<file path="config.mk">
export PLATFORM = sky130hd
export DESIGN_NAME = bf16_to_dec
export DESIGN_NICKNAME = d
export VERILOG_FILES = /design/src/rtl/bf16_to_dec.sv
export SDC_FILE = /design/constraint.sdc
export NUM_CORES = 1
export LEC_CHECK = 0
export ABC_CLOCK_PERIOD_IN_PS = 5100
export BUFFER_PORTS_ARGS = -buffer_cell sky130_fd_sc_hd__buf_2
export CORE_AREA = 2 2 116 174
export CTS_CLUSTER_SIZE = 10
export DETAILED_ROUTE_END_ITERATION = 12
export DIE_AREA = 0 0 118 176
export SLEW_MARGIN = 20
export SYNTH_ARGS = -nofsm -noshare
export SYNTH_HDL_FRONTEND = slang
export SYNTH_SLANG_ARGS = --single-unit
</file>
<file path="constraint.sdc">
create_clock -name clk -period 5.1 [get_ports clk]
set_clock_uncertainty 0.05 [all_clocks]
set_input_delay 0.51 -clock clk [delete_from_list [all_inputs] [get_ports clk]]
set_output_delay 0.51 -clock clk [all_outputs]
set_load 0.01 [all_outputs]
</file>
<file path="src/rtl/bf16_to_dec.sv">
`default_nettype none
// ============================================================================
// bf16_to_dec : BF16 -> sign + 6-digit packed BCD (DDD.ddd), iterative  | rev 1.0
// ============================================================================
module bf16_to_dec #(
  parameter int BIN_W      = 20,
  parameter int BCD_DIGITS = 6
) (
  input  logic                    clk,
  input  logic                    rst,
  input  logic                    start,
  input  logic [15:0]             a,
  input  logic                    error_in,
  output logic [4*BCD_DIGITS-1:0] bcd,
  output logic                    neg,
  output logic                    error,
  output logic                    busy,
  output logic                    done
);

  localparam int          c_BCD_W     = 4 * BCD_DIGITS;
  localparam int          c_ITER_W    = $clog2(BIN_W);
  localparam int          c_SCL_W     = BIN_W + 2;
  localparam int          c_P_W       = 18;
  localparam logic [c_ITER_W-1:0] c_ITER_LAST = c_ITER_W'(BIN_W - 1);
  localparam logic [c_SCL_W-1:0]  c_MAX_N     = c_SCL_W'(999999);
  localparam logic [7:0]  c_EXP_MAX   = 8'hFF;
  localparam logic [7:0]  c_EXP_OVF   = 8'd137;
  localparam logic signed [8:0] c_K_BIAS = 9'sd134;
  localparam logic [8:0]  c_RSH_MAX   = 9'd17;

  typedef enum logic [2:0] {
    S_IDLE    = 3'd0,
    S_UNPACK  = 3'd1,
    S_SCALE   = 3'd2,
    S_CONVERT = 3'd3,
    S_OUTPUT  = 3'd4
  } state_t;

  state_t                r_state;
  state_t                w_state_nxt;

  logic [15:0]           r_a;
  logic                  r_err_in;
  logic                  r_sign;
  logic                  r_err;
  logic [c_P_W-1:0]      r_p;
  logic signed [8:0]     r_k;
  logic [BIN_W-1:0]      r_n;
  logic                  r_nz;
  logic [c_BCD_W-1:0]    r_bcd_work;
  logic [c_ITER_W-1:0]   r_iter;
  logic [c_BCD_W-1:0]    r_bcd;
  logic                  r_neg;
  logic                  r_error;
  logic                  r_done;

  logic [7:0]            w_e;
  logic [c_P_W-1:0]      w_mant;
  logic [c_P_W-1:0]      w_p;
  logic signed [8:0]     w_k;
  logic                  w_unpack_err;
  logic [8:0]            w_rsh;
  logic [c_SCL_W-1:0]    w_p_ext;
  logic [c_SCL_W-1:0]    w_scaled;
  logic                  w_scale_ovf;
  logic [c_BCD_W-1:0]    w_bcd_adj;

  // --------------------------------------------------------------------------
  // Unpack: exponent >= 137 means |x| >= 1024, which cannot be shown as DDD.ddd
  // --------------------------------------------------------------------------
  assign w_e          = r_a[14:7];
  assign w_mant       = {10'd0, 1'b1, r_a[6:0]};
  assign w_p          = w_mant * c_P_W'(1000);
  assign w_k          = $signed({1'b0, w_e}) - c_K_BIAS;
  assign w_unpack_err = r_err_in | (w_e == c_EXP_MAX) | (w_e >= c_EXP_OVF);

  // Scale by 2^k with truncation; right shifts beyond the mantissa width give 0
  assign w_rsh    = 9'(-r_k);
  assign w_p_ext  = c_SCL_W'(r_p);
  always_comb begin
    w_scaled = '0;
    if (r_k[8]) begin
      if (w_rsh <= c_RSH_MAX) begin
        w_scaled = w_p_ext >> w_rsh;
      end
    end else begin
      w_scaled = w_p_ext << r_k[7:0];
    end
  end
  assign w_scale_ovf = (w_scaled > c_MAX_N);

  generate
    for (genvar gi = 0; gi < BCD_DIGITS; gi++) begin : g_dabble
      assign w_bcd_adj[4*gi +: 4] = (r_bcd_work[4*gi +: 4] >= 4'd5)
                                  ? r_bcd_work[4*gi +: 4] + 4'd3
                                  : r_bcd_work[4*gi +: 4];
    end
  endgenerate

  // --------------------------------------------------------------------------
  // FSM
  // --------------------------------------------------------------------------
  always_ff @(posedge clk) begin
    if (rst) begin
      r_state <= S_IDLE;
    end else begin
      r_state <= w_state_nxt;
    end
  end

  always_comb begin
    w_state_nxt = r_state;
    busy        = (r_state != S_IDLE);
    case (r_state)
      S_IDLE:    if (start) w_state_nxt = S_UNPACK;
      S_UNPACK:  w_state_nxt = w_unpack_err ? S_OUTPUT : S_SCALE;
      S_SCALE:   w_state_nxt = w_scale_ovf ? S_OUTPUT : S_CONVERT;
      S_CONVERT: if (r_iter == c_ITER_LAST) w_state_nxt = S_OUTPUT;
      S_OUTPUT:  w_state_nxt = S_IDLE;
      default:   w_state_nxt = S_IDLE;
    endcase
  end

  // --------------------------------------------------------------------------
  // Datapath
  // --------------------------------------------------------------------------
  always_ff @(posedge clk) begin
    if (rst) begin
      r_a        <= '0;
      r_err_in   <= 1'b0;
      r_sign     <= 1'b0;
      r_err      <= 1'b0;
      r_p        <= '0;
      r_k        <= '0;
      r_n        <= '0;
      r_nz       <= 1'b0;
      r_bcd_work <= '0;
      r_iter     <= '0;
      r_bcd      <= '0;
      r_neg      <= 1'b0;
      r_error    <= 1'b0;
      r_done     <= 1'b0;
    end else begin
      r_done <= 1'b0;
      case (r_state)
        S_IDLE: begin
          if (start) begin
            r_a      <= a;
            r_err_in <= error_in;
          end
        end
        S_UNPACK: begin
          r_err <= w_unpack_err;
          // Zero and subnormals collapse to +0 so that -0 shows as +000.000
          if (w_e == 8'd0) begin
            r_sign <= 1'b0;
            r_p    <= '0;
            r_k    <= '0;
          end else begin
            r_sign <= r_a[15];
            r_p    <= w_p;
            r_k    <= w_k;
          end
        end
        S_SCALE: begin
          r_n        <= w_scaled[BIN_W-1:0];
          r_nz       <= (w_scaled != '0);
          r_err      <= w_scale_ovf;
          r_bcd_work <= '0;
          r_iter     <= '0;
        end
        S_CONVERT: begin
          {r_bcd_work, r_n} <= {w_bcd_adj[c_BCD_W-2:0], r_n, 1'b0};
          r_iter            <= r_iter + 1'b1;
        end
        S_OUTPUT: begin
          r_done <= 1'b1;
          if (r_err) begin
            r_bcd   <= '0;
            r_neg   <= 1'b0;
            r_error <= 1'b1;
          end else begin
            r_bcd   <= r_bcd_work;
            r_neg   <= r_sign & r_nz;
            r_error <= 1'b0;
          end
        end
        default: ;
      endcase
    end
  end

  assign bcd   = r_bcd;
  assign neg   = r_neg;
  assign error = r_error;
  assign done  = r_done;

endmodule
`default_nettype wire

</file>
== After elaboration in Yosys (flattened, before gate mapping) ==
Index checks and enable logic that the tools add are counted.
W data, S select, Z words.
Cells by class
  equal/unequal tests: 8
  reductions and logical operators: 8
  muxes and demuxes: 24
  multiply operators: 1
  shifts and indexed selects: 2
  div/mod/pow operators: 0
  bitwise logic cells: 3
  add/subtract/negate cells: 9
  magnitude comparators: 9
Operators by type and width (count)
  $pmux W24 S2: 1
  $mux W22: 2
  $pmux W20 S2: 1
  $ge A4 B3 Y1 const B: 6
  $mux W24: 1
  $gt A22 B20 Y1 const B: 1
  $reduce_bool A22 Y1: 1
  $shl A18 B8 Y22: 1
  $shr A18 B9 Y22: 1
  $add A4 B2 Y4 const B: 5
  $mux W4: 5
  $mux W18: 1
  $mul A8 B7 Y15 const B: 1
  $mux W3: 5
  $pmux W3 S4: 1
  $pmux W5 S2: 1
  $le A9 B5 Y1 const B: 1
  $mux W9: 1
  $neg A9 Y9: 1
  $sub A8 B8 Y9 const B: 1
  $eq A8 B8 Y1 const B: 1
  $ge A8 B8 Y1 const B: 1
  $logic_not A8 Y1: 1
  $eq A3 B2 Y1 const B: 2
  14 further kinds: 21
Word-level totals
  word-level logic and storage cells: 79
  memories: 0
  flip-flop bits (word level): 126
  output and inout port bits: 28
  RAM bits: 0
  bits of input ports: 20
  bits in latches: 0
  bits in read-only memories: 0

== Logic depth before layout (Yosys ltp) ==
Gate-level depths: netlist of the first run.
  word-level depth: 7
  gate-level depth with buffers: 17
  gate-level depth less buffers: 16

== Least setup slack after synthesis of the first run ==
Ideal clock, no wire load.
  path type: register to register
  start: reg r_a[2]
  end: reg r_p[16]
  path buffers: 0
  setup time: 0.116 ns
  cell stages (with the launch flop): 16
  arrival: 4.089 ns
  clock period less this slack: 4.255 ns
  path slack: 0.845 ns
  data required time: 4.934 ns
  cell sequence: dfxtp_1 > fa_1 > inv_1 > fa_1 > fa_1 > inv_1 > fa_1 > ha_1 > o21ai_0 > a21boi_0 > o21ai_0 > a21boi_0 > o21ai_0 > a21oi_1 > or3_1 > a31o_2
Between the ends
  cells in the longest elaborated chain, start to end: 2
Ends and longest elaborated chain
  from (decl): line 43  | logic [15:0] r_a;
  from (signal assigned): line 130  | r_a <= '0;
  from (signal assigned): line 149  | r_a <= a;
  $mul A8 B7 Y15: line 74  | assign w_p = w_mant * c_P_W'(1000);
  $mux W18: line 156  | if (w_e == 8'd0) begin
  to (signal assigned): line 162  | r_p <= w_p;
  to (decl): line 47  | logic [c_P_W-1:0] r_p;
Every way passes these cells.
A chain may end at the register's enable or synchronous reset.

== Worst setup path after layout of the first run ==
Ends and elaborated chain as after synthesis.

==> results of run 1 <==
==> metrics by stage <==
step | instances | setup WS, ps
floorplan | 1061 | 845
global placement | 1299 | 607
detailed placement | 1299 | 500
CTS | 1331 | 477
global route | 1331 | 144
finish | 1331 | 517
==> report_power, final <==
group	switching, mW	total, mW	internal, mW
combinational	0.958	1.60	0.645
sequential	0.137	1.17	1.03
clock	0.443	1.18	0.735
total	1.54	3.95	2.41
==> cell usage in the layout, fill, tap and decap left out, drive strengths merged, types with 4 or more instances in the layout <==
cell,n
and3,9
nand4,5
o21ai,51
a211oi,8
a22oi,31
o31ai,5
clkinv,7
nor3,43
or2,4
a31oi,9
ha,49
buf,61
xor2,10
a21boi,4
a21oi,110
nor2,111
dfxtp,123
fa,19
mux2,8
or3b,4
a32oi,5
or4,4
a21o,4
inv,52
xnor2,16
or3,6
clkbuf,23
mux2i,37
nand3,24
o211ai,13
nor4,4
nand2,129
nand2b,17
nor3b,13
mux4,19
==> cell families (layout without fill, tap and decap cells) <==
logic type	Yosys count	count (layout)	synth area share [%]
AOI/OAI and AO/OA	264	264	19.2
xor gates and xnor gates	26	26	2.67
adders and majority gates	68	68	11.6
buffers and inverters	132	146	6.24
DFF	123	123	28.8
muxes	64	64	10.4
and+or+nand+nor	384	384	21.1
==> layer usage <==
layer	share of wire, %	wire length (µm)	vias up
met2	49	10700	195
met5	0	0	-
met1	42	9090	3494
li1	-	-	3749
met4	5.3	1150	0
met3	3.9	844	68
==> sequential cells by signal, summed over array words and instances, names as in the netlist, 3 cells and up <==
signal / count
bcd: 24
r_bcd_work: 24
r_n: 20
r_a: 16
r_p: 15
r_k: 9
r_iter: 5
r_state: 3
==> layout make-up <==
cell class / instances / area (µm²)
multi-input combinational: 806 / 5550
sequential: 123 / 2460
inverter: 53 / 199
clock buffer: 23 / 498
tap: 256 / 320
timing repair buffer: 61 / 343
clock inverter: 9 / 86.3
fill: 1930 / 9700
==> worst min-delay path: stages <==
cell and delay, ps:
buf_2 90, nand2_1 40, a21oi_1 50
==> final timing paths <==
| kind | cells past startpoint | slack (ps) | endpoint |
|---|---|---|---|
| setup / recovery | 15 | 520 | r_p[16] |
| hold / removal | 3 | 270 | r_a[1] |
| setup reg to reg | 15 | 520 | r_p[16] |
| hold reg to reg | 2 | 400 | r_n[5] |
==> impl_metrics.ini, run 1 <==
[worst_setup_path]
cp.arrival_ps = 4850
critPathMostFrequentCell = fa_1
critPathBufInv = 2
cp.required_ps = 5360
path_max_fanout = 7
cp-end-kind = flop
cp-start-kind = flop
r2r_start = r_a[2]
path_cells = fa_1 -> inv_1 -> fa_1 -> fa_1 -> inv_1 -> fa_1 -> ha_1 -> o21ai_0 -> a21boi_0 -> o21ai_0 -> a21boi_0 -> o21ai_0 -> a21oi_1 -> or3_1 -> a31o_2
slowest_delay_ps = 510
startpoint = r_a[2]
critPathSlowestCell = dfxtp_1
path_class = reg -> reg
critical_path.top_delay_family = adder cells

[drt]
drcViolationCount = 0
vias = 7506
avgRoutedWirePerCell_um = 16.4
dr.first_iter.drc_count = 305
drt_wl_total_um = 21800
detail_route.vias_per_cell = 5.64
ant_nets = 0
drt_first_pass_iters = 5

[floorplanning]
die_area_um2 = 20800
die_y_um = 176
rows = 62
start_util_pct = 44.6
fp.coreArea_um2 = 19200
num_io_pins = 48
die_x_um = 118

[cells_and_area]
drive_above_1_share_pct = 12.8
layout.nets = 1150
n_antenna_cell = 0
fin_area_um2 = 9460
syn_to_final_growth_pct = 10.8
post-route-util_pct = 49.4

[grt]
grt_pass1_vias = 7299
antenna_found_initial = 0
use_met2_pct = 36.1
grt_overflow = 0
track_usage_pct = 21.4
grt-busiest-layer = met2
grt_use_met1_pct = 25.1
grt_max_degree = 66
grt_use_met3_pct = 3.42
grt_pass1_wl_um = 35900

[place]
portBuffers = 47
dp_hpwl_um = 15800
routabilityCongestion = 0.975
placed_cell_area_um2 = 8880

[yosys]
synth-seq-area-share_pct = 28.8
async_reset_ff_share_pct = 0
synthDistinctLibCells = 71
post-synth-top-area-cell = dfxtp_1
syn_nets = 1149
ys.flop_type = dfxtp_1
syn-cell-area_um2 = 8540
syn_inst = 1061
yosysTopAreaCellShare_pct = 28.8
yosysWarningCount = 0
synth_seq_cells = 123
yosys-top-cells-area = dfxtp_1, ha_1, a21oi_1, nand2_1, mux4_2
synth-edff-count = 0
synth_common_cells = nand2_1, dfxtp_1, a21oi_1, nor2_1, clkbuf_1
syn_avg_cell_area_um2 = 8.05
synth_most_common_cell = nand2_1

[clocking]
clk_path_buf_depth = 2
cts-root-buf = clkbuf_16
htreeDepth = 4
clock_latency_ps = 420
cts_sinks = 123
cts_tree = yes
ctsHoldBuffers = 0
post_cts_resized = 0
cts_setup_buffers = 0
clk_pin_slew_ps = 50
cts_buffers = 17

[timing]
max_freq_mhz = 218
relSlewSlack_pct = 32.2
finalHoldViolCount = 0
tns_ps = 0
worst_hold_slack_ps = 274
period_minus_slack_ps = 4580
tightest_slew_ps = 1020
finalCritPeriodShare_pct = 89.9
rsz0062_at_grt = no
finalMaxSlewViolations = 0
setup_viol = 0

[power_and_ir_drop]
total_power_mw = 3.95
p_leak_nw = 3.75
ir_drop_mv = 0.276
pwr_density_cell_nw_per_um2 = 417

[min_path]
min_path_type = in -> reg
hp-start = a[1]

[run_status]
outcome = completed

[job]
cap_violations = 0
Power figures use the tool's default switching activity.
==> run 2: changes to the inputs <==
CORE_AREA = 2 2 141 143   (was 2 2 116 174)
DIE_AREA = 0 0 143 145   (was 0 0 118 176)
==> impl_metrics.ini, run 2 (synthesis gave the netlist of run 1 again) <==
[power_and_ir_drop]
p_leak_nw = 3.72
pwr_density_cell_nw_per_um2 = 416
total_power_mw = 3.93
ir_drop_mv = 0.246

[clocking]
cts_sinks = 123
cts-root-buf = clkbuf_16
clock_latency_ps = 420
post_cts_resized = 0
ctsHoldBuffers = 0
clk_pin_slew_ps = 60
cts_setup_buffers = 0
cts_tree = yes
clk_path_buf_depth = 2
cts_buffers = 17
htreeDepth = 4

[timing]
finalMaxSlewViolations = 0
tns_ps = 0
finalCritPeriodShare_pct = 89.6
finalHoldViolCount = 0
setup_viol = 0
rsz0062_at_grt = no
max_freq_mhz = 219
period_minus_slack_ps = 4570
relSlewSlack_pct = 24.0
tightest_slew_ps = 1130

[cells_and_area]
syn_to_final_growth_pct = 10.6
most-common-layout-cells = nand2_1, dfxtp_1, nor2_1, a21oi_1, inv_1
final_common_cell = nand2_1
fill_cells = 1872
n_antenna_cell = 0
layout.nets = 1147
seqCellArea_um2 = 2460
multi_input_area_um2 = 5550
drive_above_1_share_pct = 12.7

[floorplanning]
die_x_um = 143
num_io_pins = 48
fp.coreArea_um2 = 19200
die_area_um2 = 20700
rows = 51
start_util_pct = 44.5
die_y_um = 145

[drt]
drcViolationCount = 0
avgRoutedWirePerCell_um = 15.3
drt_wl_total_um = 20500
drt_first_pass_iters = 5
vias = 7388
dr.first_iter.drc_count = 513
ant_nets = 0
detail_route.vias_per_cell = 5.53

[worst_setup_path]
path_max_fanout = 7
path_class = reg -> reg
cp-start-kind = flop
cp.required_ps = 5370
cp-end-kind = flop
r2r_slack_ps = 530
cp.arrival_ps = 4840

[place]
portBuffers = 47
dp_hpwl_um = 14400
routabilityCongestion = 0.895

[min_path]
min_path_type = in -> reg

[grt]
grt_overflow = 0
antenna_found_initial = 0
grt_pass1_wl_um = 35100
track_usage_pct = 20.7
grt_pass1_vias = 6973
grt_max_degree = 67

[run_status]
outcome = completed

[job]
cap_violations = 0
run 2: cell count changes in the layout (fill, tap and decap cells not counted), moves of 2 or more:
cell | previous run | this run
inv_8 | 0 | 2
clkinv_2 | 3 | 0
buf_4 | 15 | 12
clkbuf_8 | 5 | 0
inv_6 | 1 | 6
run 2: worst max-delay path, stage by stage (launching register included):
cell,delay (ps)
dfxtp_1,520
fa_1,500
inv_1,90
fa_1,440
fa_1,510
inv_1,50
fa_1,450
ha_1,350
o21ai_0,120
a21boi_0,160
o21ai_0,190
a21boi_0,140
o21ai_0,240
a21oi_1,110
or3_1,320
a31o_2,230
run 2: layout make-up:
class / count / area share (%)
Inverter: 53 / 2.11
Sequential cell: 123 / 26.1
Multi-Input combinational cell: 806 / 58.8
Clock buffer: 17 / 4.50
Clock inverter: 15 / 1.63
Timing Repair Buffer: 58 / 3.39
Tap cell: 265 / 3.51
run 2: worst paths after layout:
| path | cells after the start | from | endpoint |
|---|---|---|---|
| worst max-delay path | 15 | r_a[2] | r_p[16] |
| worst min-delay path | 3 | a[9] | r_a[9] |
| worst max register to register | 15 | r_a[2] | r_p[16] |
| worst min register to register | 2 | r_n[14] | r_n[14] |
run 2: layer usage:
layer | routed length [µm] | vias up | track usage (%)
met3 | 753 | 40 | 3.73
met5 | 0 | - | 0
met2 | 8710 | 175 | 29.1
met4 | 514 | 0 | 7.77
met1 | 10500 | 3420 | 31.1
li1 | - | 3753 | -
run 2: power breakdown:
part	internal (mW)	total, mW	switching [mW]
Combinational	0.641	1.58	0.940
Sequential	1.03	1.17	0.141
Clock	0.687	1.18	0.493
run 2: per-stage QoR:
stage	hold WS [ps]	util (%)	area, µm²	worst slack (ps)	cells
CTS	258	49.2	9450	511	1337
global placement	390	46.2	8870	655	1305
floorplan	382	-	8540	845	1061
global route	265	49.2	9450	169	1337
detailed placement	397	46.2	8870	540	1305
finish	275	49.2	9450	531	1337
==> run 3: changes to the inputs <==
CORE_AREA = 2 2 150 152   (was 2 2 141 143)
DIE_AREA = 0 0 152 154   (was 0 0 143 145)
==> impl_metrics.ini, run 3 (synthesis gave the netlist of run 1 again) <==
[min_path]
hp-start = a[11]
hold_depth = 3
min_path_type = in -> reg
min_to = r_a[11]

[cells_and_area]
final_common_cell = nand2_1
drive_above_1_share_pct = 12.8
fin_area_um2 = 9510
layout.nets = 1149
most-common-layout-cells = nand2_1, dfxtp_1, nor2_1, a21oi_1, inv_1
post-route-util_pct = 43.8
multi_input_area_um2 = 5550
n_antenna_cell = 0
seqCellArea_um2 = 2460
fill_cells = 2157
syn_to_final_growth_pct = 11.3

[worst_setup_path]
critPathBufInv = 2
critical_path.top_delay_family = adder cells
rr_worst_depth = 15
cp.arrival_ps = 4860
r2r_slack_ps = 500
path_max_fanout = 7
cp.required_ps = 5360
critPathSlowestCell = dfxtp_1
startpoint = r_a[2]
slowest_delay_ps = 530
path_class = reg -> reg
r2r_start = r_a[2]
path_cells = fa_1 -> inv_1 -> fa_1 -> fa_1 -> inv_1 -> fa_1 -> ha_1 -> o21ai_0 -> a21boi_0 -> o21ai_0 -> a21boi_0 -> o21ai_0 -> a21oi_1 -> or3_1 -> a31o_2
cp-start-kind = flop
cp-end-kind = flop
reg2reg_to = r_p[16]
critPathMostFrequentCell = fa_1

[power_and_ir_drop]
pwr_density_cell_nw_per_um2 = 420
p_leak_nw = 3.75
ir_drop_mv = 0.281

[timing]
relSlewSlack_pct = 27.1
rsz0062_at_grt = no
finalHoldViolCount = 0
tightest_slew_ps = 1090
finalCritPeriodShare_pct = 90.2
period_minus_slack_ps = 4600
worst_hold_slack_ps = 276
tns_ps = 0
finalMaxSlewViolations = 0
setup_viol = 0
max_freq_mhz = 217

[clocking]
clk_pin_slew_ps = 60
cts_tree = yes
ctsHoldBuffers = 0
cts-root-buf = clkbuf_16
cts_buffers = 17
post_cts_resized = 0
htreeDepth = 4
clock_latency_ps = 420
cts_setup_buffers = 0
cts_sinks = 123
clk_path_buf_depth = 2

[drt]
vias = 7414
dr.first_iter.drc_count = 664
drt_wl_total_um = 20800
detail_route.vias_per_cell = 5.48
ant_nets = 0
avgRoutedWirePerCell_um = 15.4
drcViolationCount = 0
drt_first_pass_iters = 7

[grt]
grt_pass1_vias = 7110
grt_overflow = 0
grt_pass1_wl_um = 35500
track_usage_pct = 18.1
grt_max_degree = 98
antenna_found_initial = 0

[place]
routabilityCongestion = 0.883
placed_cell_area_um2 = 8900
portBuffers = 47
dp_hpwl_um = 14500

[floorplanning]
rows = 54
fp.coreArea_um2 = 21700
die_area_um2 = 23400
die_y_um = 154
num_io_pins = 48
start_util_pct = 39.4
die_x_um = 152

[job]
cap_violations = 0

[run_status]
outcome = completed
[run 3: cell count changes in the layout (fill, tap and decap cells not counted)]
| cell | before | now |
|---|---|---|
| inv_6 | 6 | 4 |
| inv_8 | 2 | 4 |
| bufinv_16 | 1 | 2 |
| buf_4 | 12 | 14 |
| clkinvlp_4 | 3 | 2 |
[run 3: area by class of cell]
class / count / share of cell area [%]
Tap cell: 280 / 3.68
Sequential cell: 123 / 25.9
Inverter: 53 / 2.09
Timing Repair Buffer: 60 / 3.53
Clock buffer: 17 / 4.47
Clock inverter: 15 / 1.91
Multi-Input combinational cell: 806 / 58.4
[run 3: stage by stage]
stage,power [mW],instances,setup slack (ps)
2_1_floorplan,2.40,1061,845
3_3_place_gp,2.75,1322,660
3_5_place_dp,2.76,1322,506
4_1_cts,4.02,1354,490
5_1_grt,4.28,1354,191
6_report,3.99,1354,500
[run 3: where the power goes]
| part | switching (mW) | internal [mW] |
|---|---|---|
| logic | 0.951 | 0.641 |
| registers | 0.133 | 1.03 |
| clock network | 0.495 | 0.740 |
| total | 1.58 | 2.41 |
[run 3: how the worst max path moves through the flow]
| stage | cells after the start | to |
|---|---|---|
| 5_1_grt | 15 | r_p[16] |
| 6_report | 15 | r_p[16] |
| 3_3_place_gp | 15 | r_p[16] |
| 4_1_cts | 15 | r_p[16] |
| 2_1_floorplan | 15 | r_p[16] |
| 3_5_place_dp | 15 | r_p[16] |
[run 3: tightest hold or removal path: stages]
cell and delay (ps):
buf_2 90, nand2_1 40, a21oi_1 50
[run 3: routing by layer]
metal	GRT usage [%]	vias up	routed length (µm)	share of wire, %
met2	28.3	191	9320	45
met4	6.14	0	451	2.2
met3	3.41	29	930	4.5
met5	0	-	0	0
li1	-	3749	-	-
met1	25.2	3445	10100	49
